### config.mk
export PLATFORM = sky130hd
export DESIGN_NAME = srio_lfsr16
export DESIGN_NICKNAME = d
export VERILOG_FILES = /design/src/rtl/srio_user_pkg.sv /design/src/rtl/srio_lfsr16.sv
export SDC_FILE = /design/constraint.sdc
export NUM_CORES = 1
export LEC_CHECK = 0
export ABC_AREA = 1
export ABC_CLOCK_PERIOD_IN_PS = 1500
export CAP_MARGIN = 40
export CORE_AREA = 2 2 39 41
export CTS_CLUSTER_SIZE = 12
export DETAILED_ROUTE_END_ITERATION = 8
export DIE_AREA = 0 0 41 43
export PLACE_DENSITY = 0.67
export RECOVER_POWER = 25
export SLEW_MARGIN = 5
export SYNTH_ARGS = -nofsm -noshare
export SYNTH_HDL_FRONTEND = slang
export SYNTH_SLANG_ARGS = --single-unit
### constraint.sdc
create_clock -name log_clk -period 1.5 [get_ports log_clk]
set_input_delay 0.3 -clock log_clk [delete_from_list [all_inputs] [get_ports log_clk]]
set_output_delay 0.3 -clock log_clk [all_outputs]
set_load 0.01 [all_outputs]
### src/rtl/srio_user_pkg.sv
// Shared definitions for the SRIO user-side generator/checker pair:
// error-bit indices, last-beat keep decode, LFSR constants and FSM encoding.
package srio_user_pkg;

    localparam int ERR_DATA  = 0;
    localparam int ERR_LEN   = 1;
    localparam int ERR_KEEP  = 2;
    localparam int ERR_FRAME = 3;

    localparam logic [15:0] LFSR_SEED = 16'hACE1;
    // Taps 16,14,13,11 as a mask over state bits [15:0].
    localparam logic [15:0] LFSR_TAPS = 16'hB400;

    typedef enum logic [1:0] {
        IDLE    = 2'd0,
        RECV    = 2'd1,
        DISCARD = 2'd2
    } state_t;

    typedef struct packed {
        logic [3:0]  err;
        logic [19:0] len;
        logic [33:0] addr;
    } close_t;

    function automatic logic [3:0] err_bit(input int idx);
        return 4'b0001 << idx;
    endfunction

    // Byte enables are MSB-first, so a partial last qword keeps the top bytes.
    function automatic logic [7:0] last_keep(input logic [2:0] lo);
        return 8'hff << (3'd7 - lo);
    endfunction

endpackage

### src/rtl/srio_lfsr16.sv
// Free-running 16-bit Fibonacci LFSR used to pattern the receive ready signal.
module srio_lfsr16
    import srio_user_pkg::*;
(
    input  logic        log_clk,
    input  logic        log_rst,
    output logic [15:0] state
);

    always_ff @(posedge log_clk or posedge log_rst) begin
        if (log_rst) begin
            state <= LFSR_SEED;
        end else begin
            state <= {state[14:0], ^(state & LFSR_TAPS)};
        end
    end

endmodule

==> impl_results.md <==
* Die height at 43 um
* Die ar. at between 0.0015 and 0.002 mm2
* Biggest regs: state x16
* Fillcell total at 126
* R2R Path Start: state[12]$_DFF_PP0_
* Cell family with most CP delay: flip-flops
* # rows at 14
* GP Congestion at 0.626
* Mapped Cells at 32
* Core Box Area at 0.00138 mm2
* Sequential cell area fraction in the yosys report at between 80% and 90%
* CP Data Arrival Time at 1120 ps
* Worst setup EP type: primary output
* Status: complete, no violations
* Post-route clock skew at 3.20 ps
* Ys async rst share at 100%
* Worst VDD drop at 0.517 mV
* Critical path, cell by cell: dlygate4sd2_1
* Pleak at around 0.52 nW
* Area contributors post-synth: dfstp_2 (44%), dfrtp_1 (42%), nand2_1 (6.3%)
* Slowest cell delay on critical path at 580 ps
* Final setup viols at 0
* Startpoint Class: register
* Drt pass-1 iters at 1
* GR Overflow Total at 0
* Max Cap Viol at 0
* Top Ports at 18
* Hold Crit Class: reg2reg
* H-Tree Depth at 1
* Clock Sinks at 16
* Dominant synthesized flop cell: dfstp_2
* Final Cycle Share at a little over nine tenths
* Number of global-route vias before repair at 270
* First DRT Iteration DRCs at 0
* Inserted Clock Buffers at 3
* Clock-pin slew on the worst setup and hold paths at 80 ps
* Initial antenna violation count at 0
* CP bufs+invs at 1
* Largest Register: state
* Highest fanout seen on the critical path at 5
* Post-DRT Antenna Nets at 0
* Final core utilization at 52.4%
* Cell variety after synth at 7
* Syn_area_per_cell at 14.9 um2
* Initial Utilization at 34.5%
* Post-DP HPWL at roughly 480 um
* Final net count at 58
* DRC Markers at 0
* Synth area leader: dfstp_2
* Hold_sp: state[5]$_DFF_PP1_
* Crit. path cell count at 1
* CTS Buffer Depth at 2
* Post-synth top cells: dfrtp_1 (8), dfstp_2 (8), nand2_1 (8)
* Largest net degree at the start of global routing at 17
* Post-synth net total at 34
* Worst slew pin tran at 801 ps
* Max-slew headroom at between 40% and 50%
* Hold path depth at 0
* Unrepaired setup endpoints after global routing: false
* Hold Violations, Final at 0
* Vias at 280
* WL/cell at 9.93 um
* CTS tree: built
* FMAX at approximately 700 MHz
* Global-route wire length before repair at approximately 1200 um
* Vias per Instance at 3.94
* Die X at around 41 um
* PwrDens at 977 mW/mm2
* Share of the synthesized area in the top cell type at a little over two fifths
* Worst Setup Path Type: reg2out
* Worst setup startpoint: state[10]$_DFF_PP1_
* DRT Wirelength at 705 um
* Reg2Reg Depth at 6
* Share of cells above drive strength 1 at 25.5%
* Max reg flops at 16
* Critical Path RT at approximately 1200 ps
* Pins over their slew limit at 0
* # port buffers at 17
* Number of synthesized flops with an enable pin at 0
* Ys Warns at 0
* Diodes inserted at 0
* Worst-Skew Late Latency at around 270 ps
* Clk root buf: clkbuf_4
* Area grow syn2layout at 51.8%
* Setup total negative slack at 0 ps
* GRT Total Usage at 10.6%
* Critical path's slowest cell: dfstp_2
* Register bit total from synthesis at 16
* Synthesized area at 478 um2
* Tmin final at 1420 ps
==> repair_timing <==
item,4_1_cts,5_1_grt
setup endpoints to repair,9,8
hold buffers,0,0
buffers inserted,1,0
endpoints found under the hold margin,0,0
resized for setup,8,8
==> through the flow <==
step | hold slack (ps) | worst slack, ps | instances | power (mW) | cell area, um2
finish | 366 | 82.9 | 71 | 0.709 | 726
global route | 375 | 28.3 | 71 | 0.745 | 726
CTS | 314 | 6.19 | 71 | 0.724 | 709
detailed placement | 357 | 108 | 66 | 0.453 | 676
global placement | 356 | 122 | 66 | 0.452 | 676
floorplan | 208 | 629 | 32 | 0.446 | 478
==> layout by cell type (no fill, tap or decap) <==
cell type,Yosys,final
dlygate4sd2_1,0,8
dlymetal6s2s_1,0,8
nor2_1,1,1
dfrtp_1,8,8
xnor2_1,1,1
inv_1,5,5
clkbuf_4,0,3
dlygate4sd3_1,0,1
nor2_2,1,1
dfstp_2,8,8
buf_4,0,1
clkbuf_8,0,1
nand2_1,8,8
clkbuf_1,0,1
==> worst paths after layout <==
kind	end	slack, ps
worst max-delay path	state[10]	80
worst min register to register	state[6]$_DFF_PP1_	370
min in group asynchronous	state[2]$_DFF_PP0_	670
max in group asynchronous	state[9]$_DFF_PP0_	330
worst min-delay path	state[6]$_DFF_PP1_	370
worst max register to register	state[0]$_DFF_PP1_	620
==> cell families after synthesis <==
| logic type | share of synthesized area, % |
|---|---|
| buffers and inverters | 3.93 |
| XOR/XNOR | 1.83 |
| flip-flops | 85.9 |
| AND/OR/NAND/NOR | 8.38 |
==> power by group <==
group | internal, mW | switching, mW
clock network | 0.147 | 0.119
logic | 0.00241 | 0.00803
registers | 0.432 | 0
total | 0.582 | 0.127
==> cell type report <==
cell class | instances | area, um2 | share of cell area, %
multi-input combinational | 11 | 48.8 | 6.72
sequential | 16 | 410 | 56.6
clock buffer | 4 | 36.3 | 5.00
timing repair buffer | 19 | 191 | 26.4
inverter | 5 | 18.8 | 2.59
tap | 16 | 20.0 | 2.76
==> per-layer routing <==
layer,track usage (%),vias up,share of wire [%]
li1,-,138,-
met1,15.7,128,48
met2,13.4,14,42
met3,3.14,0,9.2
met4,6.00,0,0
met5,0,-,0
No activity file was read; power rests on OpenSTA's default activity.
